## config.mk

```make
export PLATFORM = sky130hd
export DESIGN_NAME = mrd_out_scaler
export DESIGN_NICKNAME = d
export VERILOG_FILES = /design/src/rtl/mrd_out_scaler.sv
export SDC_FILE = /design/constraint.sdc
export NUM_CORES = 1
export LEC_CHECK = 0
export ABC_CLOCK_PERIOD_IN_PS = 15700
export CORE_MARGIN = 10
export CORE_UTILIZATION = 45
export DETAILED_ROUTE_END_ITERATION = 8
export PLACE_DENSITY = 0.71
export SYNTH_ARGS = -nofsm -noshare
export SYNTH_HDL_FRONTEND = slang
export SYNTH_SLANG_ARGS = --single-unit
export TNS_END_PERCENT = 10
```

## constraint.sdc

```tcl
create_clock -name clk -period 15.7 [get_ports clk]
set_clock_uncertainty 0.15 [all_clocks]
set_input_delay 3.14 -clock clk [delete_from_list [all_inputs] [get_ports clk]]
set_output_delay 3.14 -clock clk [all_outputs]
set_load 0.02 [all_outputs]
```

## src/rtl/mrd_out_scaler.sv

```systemverilog
// mrd_out_scaler: block-floating-point to fixed-point output stage behind the
// mixed-radix DFT memory. It rescales to one common exponent, regenerates
// sop/eop from dftpts, checks packet length and flags saturation per packet.
// Latency: fixed 3 cycles from an accepted input sample to out_valid.
// Backpressure: none. The upstream memory stage cannot stall, so every
// accepted sample appears 3 cycles later with the same gap pattern.
// Optional build macro MRD_OUT_SAT_CNT_EN adds the sat_cnt output port,
// which counts saturated samples per packet.

module mrd_out_scaler #(
    parameter int WIN  = 18,
    parameter int WOUT = 16,
    parameter int WEXP = 6
) (
    input  logic                   clk,
    input  logic                   rst,
    input  logic                   in_valid,
    input  logic                   in_sop,
    input  logic                   in_eop,
    input  logic signed [WIN-1:0]  in_real,
    input  logic signed [WIN-1:0]  in_imag,
    input  logic signed [WEXP-1:0] in_exp,
    input  logic [11:0]            in_dftpts,
    input  logic signed [WEXP-1:0] cfg_tgt_exp,
    output logic                   out_valid,
    output logic                   out_sop,
    output logic                   out_eop,
    output logic signed [WOUT-1:0] out_real,
    output logic signed [WOUT-1:0] out_imag,
    output logic                   out_sat,
    output logic                   len_err
`ifdef MRD_OUT_SAT_CNT_EN
    ,
    output logic [12:0]            sat_cnt
`endif
);

    // The intermediate width holds an input shifted left by up to 15 bits.
    // Saturation then narrows it to WOUT bits.
    localparam int WW = WIN + 16;
    localparam int SMAX_I = (2 ** (WOUT - 1)) - 1;
    localparam logic signed [WW-1:0] SAT_MAX = WW'(SMAX_I);
    localparam logic signed [WW-1:0] SAT_MIN = WW'(-SMAX_I - 1);
    localparam logic signed [WEXP:0] SH_HI = 15;
    localparam logic signed [WEXP:0] SH_LO = -15;

    typedef enum logic [0:0] {
        IDLE = 1'b0,
        RUN  = 1'b1
    } state_t;

    state_t                 state;
    logic [11:0]            cnt;
    logic [11:0]            dftpts_q;
    logic signed [4:0]      sh_q;
    logic signed [WEXP:0]   sh_diff;
    logic signed [4:0]      sh_new;

    // Stage 1 registers: the framing decision, the shift amount and the raw sample.
    logic                   s1_vld, s1_sop, s1_eop, s1_lerr;
    logic signed [4:0]      s1_sh;
    logic signed [WIN-1:0]  s1_re, s1_im;

    // Stage 2 registers: the shifted and rounded wide value.
    logic                   s2_vld, s2_sop, s2_eop, s2_lerr;
    logic signed [WW-1:0]   s2_re, s2_im;

    // Stage 3 combinational saturation result.
    logic                   sat_re, sat_im, sat_now;
    logic signed [WOUT-1:0] clip_re, clip_im;

    // Shift a sample by sh. A positive sh shifts left. A negative sh does an
    // arithmetic right shift with round-half-up.
    function automatic logic signed [WW-1:0] scale(input logic signed [WIN-1:0] x,
                                                   input logic signed [4:0]     sh);
        logic signed [WW-1:0] xe;
        logic signed [WW-1:0] rnd;
        logic [3:0]           k;
        xe  = x;
        rnd = '0;
        k   = 4'(-sh);
        if (!sh[4]) begin
            return xe <<< sh[3:0];
        end
        rnd = WW'(1) <<< (k - 4'd1);
        return (xe + rnd) >>> k;
    endfunction

    // Report whether a wide value lies outside the WOUT output range.
    function automatic logic over_range(input logic signed [WW-1:0] v);
        return (v > SAT_MAX) || (v < SAT_MIN);
    endfunction

    // Clamp a wide value to the WOUT output range.
    function automatic logic signed [WOUT-1:0] clip(input logic signed [WW-1:0] v);
        if (v > SAT_MAX) begin
            return WOUT'(SAT_MAX);
        end
        if (v < SAT_MIN) begin
            return WOUT'(SAT_MIN);
        end
        return WOUT'(v);
    endfunction

    // Compute the packet shift amount at full precision, clamped to +/-15.
    always_comb begin
        sh_diff = (WEXP+1)'(in_exp) - (WEXP+1)'(cfg_tgt_exp);
        sh_new  = '0;
        if (sh_diff > SH_HI) begin
            sh_new = 5'sd15;
        end else if (sh_diff < SH_LO) begin
            sh_new = -5'sd15;
        end else begin
            sh_new = 5'(sh_diff);
        end
    end

    // Framing FSM. It accepts or drops each input sample and registers the
    // stage-1 control flags. Length and shift are held for the whole packet.
    always_ff @(posedge clk or posedge rst) begin
        if (rst) begin
            state    <= IDLE;
            cnt      <= '0;
            dftpts_q <= '0;
            sh_q     <= '0;
            s1_vld   <= 1'b0;
            s1_sop   <= 1'b0;
            s1_eop   <= 1'b0;
            s1_lerr  <= 1'b0;
            s1_sh    <= '0;
        end else begin
            s1_vld  <= 1'b0;
            s1_sop  <= 1'b0;
            s1_eop  <= 1'b0;
            s1_lerr <= 1'b0;
            if (in_valid && in_sop) begin
                // A sop always starts a new packet. In RUN the old packet is
                // abandoned without an eop and the restart is flagged.
                dftpts_q <= in_dftpts;
                sh_q     <= sh_new;
                s1_sh    <= sh_new;
                s1_vld   <= 1'b1;
                s1_sop   <= 1'b1;
                s1_lerr  <= (state == RUN);
                cnt      <= 12'd1;
                if (in_dftpts == 12'd1) begin
                    s1_eop <= 1'b1;
                    state  <= IDLE;
                end else begin
                    state  <= RUN;
                end
            end else if (in_valid) begin
                case (state)
                    RUN: begin
                        s1_vld <= 1'b1;
                        s1_sh  <= sh_q;
                        if (cnt == dftpts_q - 12'd1) begin
                            // Expected last sample. A missing in_eop is a length error.
                            s1_eop  <= 1'b1;
                            s1_lerr <= !in_eop;
                            cnt     <= '0;
                            state   <= IDLE;
                        end else if (in_eop) begin
                            // An early eop closes the packet short.
                            s1_eop  <= 1'b1;
                            s1_lerr <= 1'b1;
                            cnt     <= '0;
                            state   <= IDLE;
                        end else begin
                            cnt <= cnt + 12'd1;
                        end
                    end
                    default: begin
                        // Outside a packet, drop the sample. A late eop is
                        // reported as a length error but produces no data.
                        s1_lerr <= in_eop;
                    end
                endcase
            end
        end
    end

    // Stage 1: capture the raw sample alongside the framing decision.
    always_ff @(posedge clk or posedge rst) begin
        if (rst) begin
            s1_re <= '0;
            s1_im <= '0;
        end else if (in_valid) begin
            s1_re <= in_real;
            s1_im <= in_imag;
        end
    end

    // Stage 2: apply the shift and rounding at full width.
    always_ff @(posedge clk or posedge rst) begin
        if (rst) begin
            s2_vld  <= 1'b0;
            s2_sop  <= 1'b0;
            s2_eop  <= 1'b0;
            s2_lerr <= 1'b0;
            s2_re   <= '0;
            s2_im   <= '0;
        end else begin
            s2_vld  <= s1_vld;
            s2_sop  <= s1_sop;
            s2_eop  <= s1_eop;
            s2_lerr <= s1_lerr;
            if (s1_vld) begin
                s2_re <= scale(s1_re, s1_sh);
                s2_im <= scale(s1_im, s1_sh);
            end
        end
    end

    // Saturate both components and detect whether either one clipped.
    always_comb begin
        sat_re  = over_range(s2_re);
        sat_im  = over_range(s2_im);
        sat_now = s2_vld && (sat_re || sat_im);
        clip_re = clip(s2_re);
        clip_im = clip(s2_im);
    end

    // Stage 3: register the outputs. The sop sample restarts the sticky
    // saturation flag.
    always_ff @(posedge clk or posedge rst) begin
        if (rst) begin
            out_valid <= 1'b0;
            out_sop   <= 1'b0;
            out_eop   <= 1'b0;
            len_err   <= 1'b0;
            out_real  <= '0;
            out_imag  <= '0;
            out_sat   <= 1'b0;
        end else begin
            out_valid <= s2_vld;
            out_sop   <= s2_vld && s2_sop;
            out_eop   <= s2_vld && s2_eop;
            len_err   <= s2_lerr;
            if (s2_vld) begin
                out_real <= clip_re;
                out_imag <= clip_im;
                out_sat  <= s2_sop ? sat_now : (out_sat || sat_now);
            end
        end
    end

`ifdef MRD_OUT_SAT_CNT_EN
    // Count saturated samples per packet, including the sop sample.
    // The count stops at 4095.
    always_ff @(posedge clk or posedge rst) begin
        if (rst) begin
            sat_cnt <= '0;
        end else if (s2_vld) begin
            if (s2_sop) begin
                sat_cnt <= {12'd0, sat_now};
            end else if (sat_now && (sat_cnt < 13'd4095)) begin
                sat_cnt <= sat_cnt + 13'd1;
            end
        end
    end
`endif

endmodule

```

==> reports/results.txt <==
The number of different library cells used by synthesis comes to 103. The area inside the core boundary is 33,800 um^2, and the number of slew-limit violations in the final report is 0. Counting along the longest clock path gives a buffer depth of 2. The number of warnings reported in the yosys synthesis log is 0, and the share of total power in combinational logic is 0.595.

The number of buffers inserted by port buffering came out at 101. Kind of critical path: flip-flop to flip-flop. The count of hold-fix buffers inserted at cts was 0. The sequential share of power came out at 0.254.

The share of synthesized flip-flops with an asynchronous set or reset is 1.00, and the DRC violation count after routing is 0. For the worst setup path, the data required time is 15,900 ps. In this run, the number of DRC markers left after iteration 0 of detailed routing was 2,036. The initial antenna violation count is 0.

The run gives 0.219 as the worst max-slew margin expressed relative to the limit. The final critical-path share of the clock period works out to 0.501. The final route contains 15.5k vias.

Setup violations remaining at the end of the flow were counted as 0. Routability-driven placement finished with a final weighted congestion of 1.00. The total power density per cell area is 168 nW/um^2, and the largest incremental delay on the critical path is 920 ps.

The net switching component of the power was 1480 uW; the total negative slack was 0 ps. The number of vias per cell after detailed routing was 6.60. Static timing analysis puts the maximum clock frequency at 0.127 GHz. Across the run, the number of max-cap violations was 0. The tools report the top-level port count as 102.

The post-synthesis cell area is 15,500 um^2. In this run the remaining antenna-violating nets after routing total 0. Synthesis handed over a netlist of 1,880 instances. At the pin with the least slew margin, the transition time is 1160 ps. The shortest period the worst path allows is 7860 ps. In this design, the critical path's most frequently occurring cell is ha_1. Entering global routing, the biggest net connects 104 pins. Leakage power of the design: 0.00697 uW. The largest driver fanout on the critical path is 51. The via count of the first global-routing pass came out at 14.1k.

Among all flip-flop cells after synthesis, the most frequent one is dfrtp_1. Endpoint kind of the worst setup timing path: a flip-flop. Net count reported at finish: 1,983. Setup repair after global routing left no endpoint under its margin. The portion of the post-synthesis area used by sequential elements was 0.297. The number of resized instances in the post-cts repair step was 0. The clock insertion delay at the later pin of the skew report was 480 ps; the clock-pin slew on the worst setup and hold paths was 90 ps.

The first-pass GRT wire length came out at 86,600 um. The cell sitting at the root of the clock tree is a clkbuf_16. The finished cells cover 17,300 um^2. The share of layout cells above drive strength 1 came out at 0.105.

The tools report the number of clock sinks seen by CTS as 184. Detailed placement ended at an HPWL of 42,500 um. After synthesis, the cell types taking the most area are dfrtp_1, a21oi_1, nor2_1, mux2_2, nand2_1. For the post-CTS setup-driven buffer insertion count, the log shows 0. For this design, the slowest cell found on the critical path is a21oi_1.

Counting flops and latches in the post-synthesis netlist gives 184. The number of endpoints with negative hold slack in the final report was 0; the count of TritonRoute iterations in the first routing pass was 6. From synthesis to final layout, the design area changed by 11.5%.

For the synthesized netlist net count, the log shows 1,982. The tools report the global router's overall resource usage as 0.263. The path class of the tightest hold or removal check is flip-flop to flip-flop. Starting density of the core: 0.459. The number of enable flip-flop cells after synthesis was 0.

The number of clock buffers added by TritonCTS is 17. Once placement finished, the instance area stood at 16,700 um^2. The die covers 42,300 um^2. Traced cell by cell, the critical path runs through inv_2, ha_1, ha_1, buf_4, nor2_8, xor2_4, nand3_2, nand2_1, and3_1, ha_1, nor2b_1, nand3_1, mux2i_1, nor4_2, o22ai_1, and4_4, o21ai_0, a21oi_1, o311ai_0, nand2_1, a21oi_1, o32a_1. Synthesized area per cell: 8.24 um^2. For the aggregate routed wire length, the log shows 57,000 um. For the total congestion overflow after global routing, the log shows 0. The switching fraction of total power works out to 0.510. The width of the die is 206 um. The clock share of power is 0.151. The worst setup path is launched from a flip-flop.

At the worst endpoint, the arrival time is 8060 ps. The internal power came out at 1420 uW. The vertical die dimension is 206 um. The top-area cell type share of the netlist area works out to 0.297.

Leaving out fill and tap cells, the most frequent cells in the layout are nor2_1, dfrtp_1, nand2_1. Mean routed wirelength per cell: 24.3 um. The flow ran to the end, and the final reports show no timing, DRC or antenna violations. TritonCTS built the clock tree.

The library cell used most frequently in the layout, excluding fill and tap cells, is nor2_1. The H-tree was split into 4 levels. The biggest area contributor in the post-synthesis netlist is dfrtp_1. After filler insertion, the fill cell instance count of the layout stands at 3,179. The floorplan has 67 rows. IR analysis of the VDD net gives a maximum drop of 0.101 mV.
==> sequential cells by signal (all words and copies together), names as in the netlist, 5 cells and up <==
| name | count |
|---|---|
| s1_sh | 5 |
| s1_im | 18 |
| sh_q | 5 |
| dftpts_q | 12 |
| cnt | 12 |
| out_imag | 16 |
| s1_re | 18 |
| s2_re | 34 |
| s2_im | 34 |
| out_real | 16 |
==> per-layer routing <==
layer  GRT usage  share of wire  routed length, um
met5           0              0                  0
met1       0.370           0.43              24600
met2       0.396           0.44              25200
met3      0.0429          0.091               5180
met4       0.104          0.035               1990
==> path summary, 6_finish.rpt <==
check	start	to	slack, ps	cells past startpoint
min	s1_lerr	s2_lerr	200	0
max	s1_sh[0]	s2_re[5]	7840	22
min reg2reg	s1_lerr	s2_lerr	200	0
min in group asynchronous	rst	s1_sop	3030	2
max reg2reg	s1_sh[0]	s2_re[5]	7840	22
max in group asynchronous	rst	s2_vld	10800	3
==> power by group through the flow <==
stage                     Combinational [uW]  Sequential [uW]  Clock [uW]
after floorplan                         1170              694           0
after global placement                  1660              734           0
after detailed placement                1660              739           0
after CTS                               1670              730         446
after global routing                    1830              750         465
final                                   1720              735         438
==> final cells by class <==
type,count,area (um^2),share of cell area
Antenna cell,1,2.50,0.000145
Multi-Input combinational cell,1483,10100,0.583
Tap cell,448,561,0.0324
Clock buffer,19,443,0.0256
Inverter,71,274,0.0159
Sequential cell,184,4610,0.267
Clock inverter,13,138,0.00797
Timing Repair Buffer,124,1180,0.0682
==> metrics by stage <==
stage               power [uW]  hold WS (ps)  utilization  setup WS (ps)  std cells
CTS                       2840           206        0.511           8140       2342
global route              3040           212        0.511           7670       2342
global placement          2390           186        0.494           8280       2310
floorplan                 1870           181            -           7410       1880
finish                    2890           202        0.511           7840       2343
detailed placement        2400           185        0.494           8170       2310
==> worst max-delay path, delay by kind of cell (launching register included) <==
kind,cells,cell delay [ps]
buffers and inverters,2,460
AOI/OAI and AO/OA,6,2260
DFF,1,860
muxes,1,210
adders and majority gates,3,1150
and+or+nand+nor,9,2060
xor gates and xnor gates,1,530
==> cells in the mapped netlist (13+ instances only) <==
cell and number:
dfrtp_1 184, nor2_1 193, xnor2_1 41, o22ai_1 19, nand2_1 173, clkbuf_1 102, inv_1 64, ha_1 36
mux4_2 19, nor3_1 26, o221ai_1 13, o21ai_0 127, and2_1 25, o211ai_1 48, nand4_1 19, nor2b_1 17
nand3_1 44, mux2i_1 64, nor4_1 19, mux2_2 63, a31oi_1 31, buf_2 13, buf_1 23, and3_1 21
a211oi_1 40, a21o_1 26, xor2_1 22, a21oi_1 150
==> kinds of logic after synthesis <==
| logic type | after synthesis | synth area share |
|---|---|---|
| flops | 184 | 0.297 |
| compound gates | 632 | 0.277 |
| fa+ha+maj | 42 | 0.0336 |
| xor+xnor | 65 | 0.0392 |
| simple gates | 598 | 0.184 |
| buf+inv | 213 | 0.0543 |
| mux | 146 | 0.115 |
Note: power is estimated with default switching activity, not from simulation.
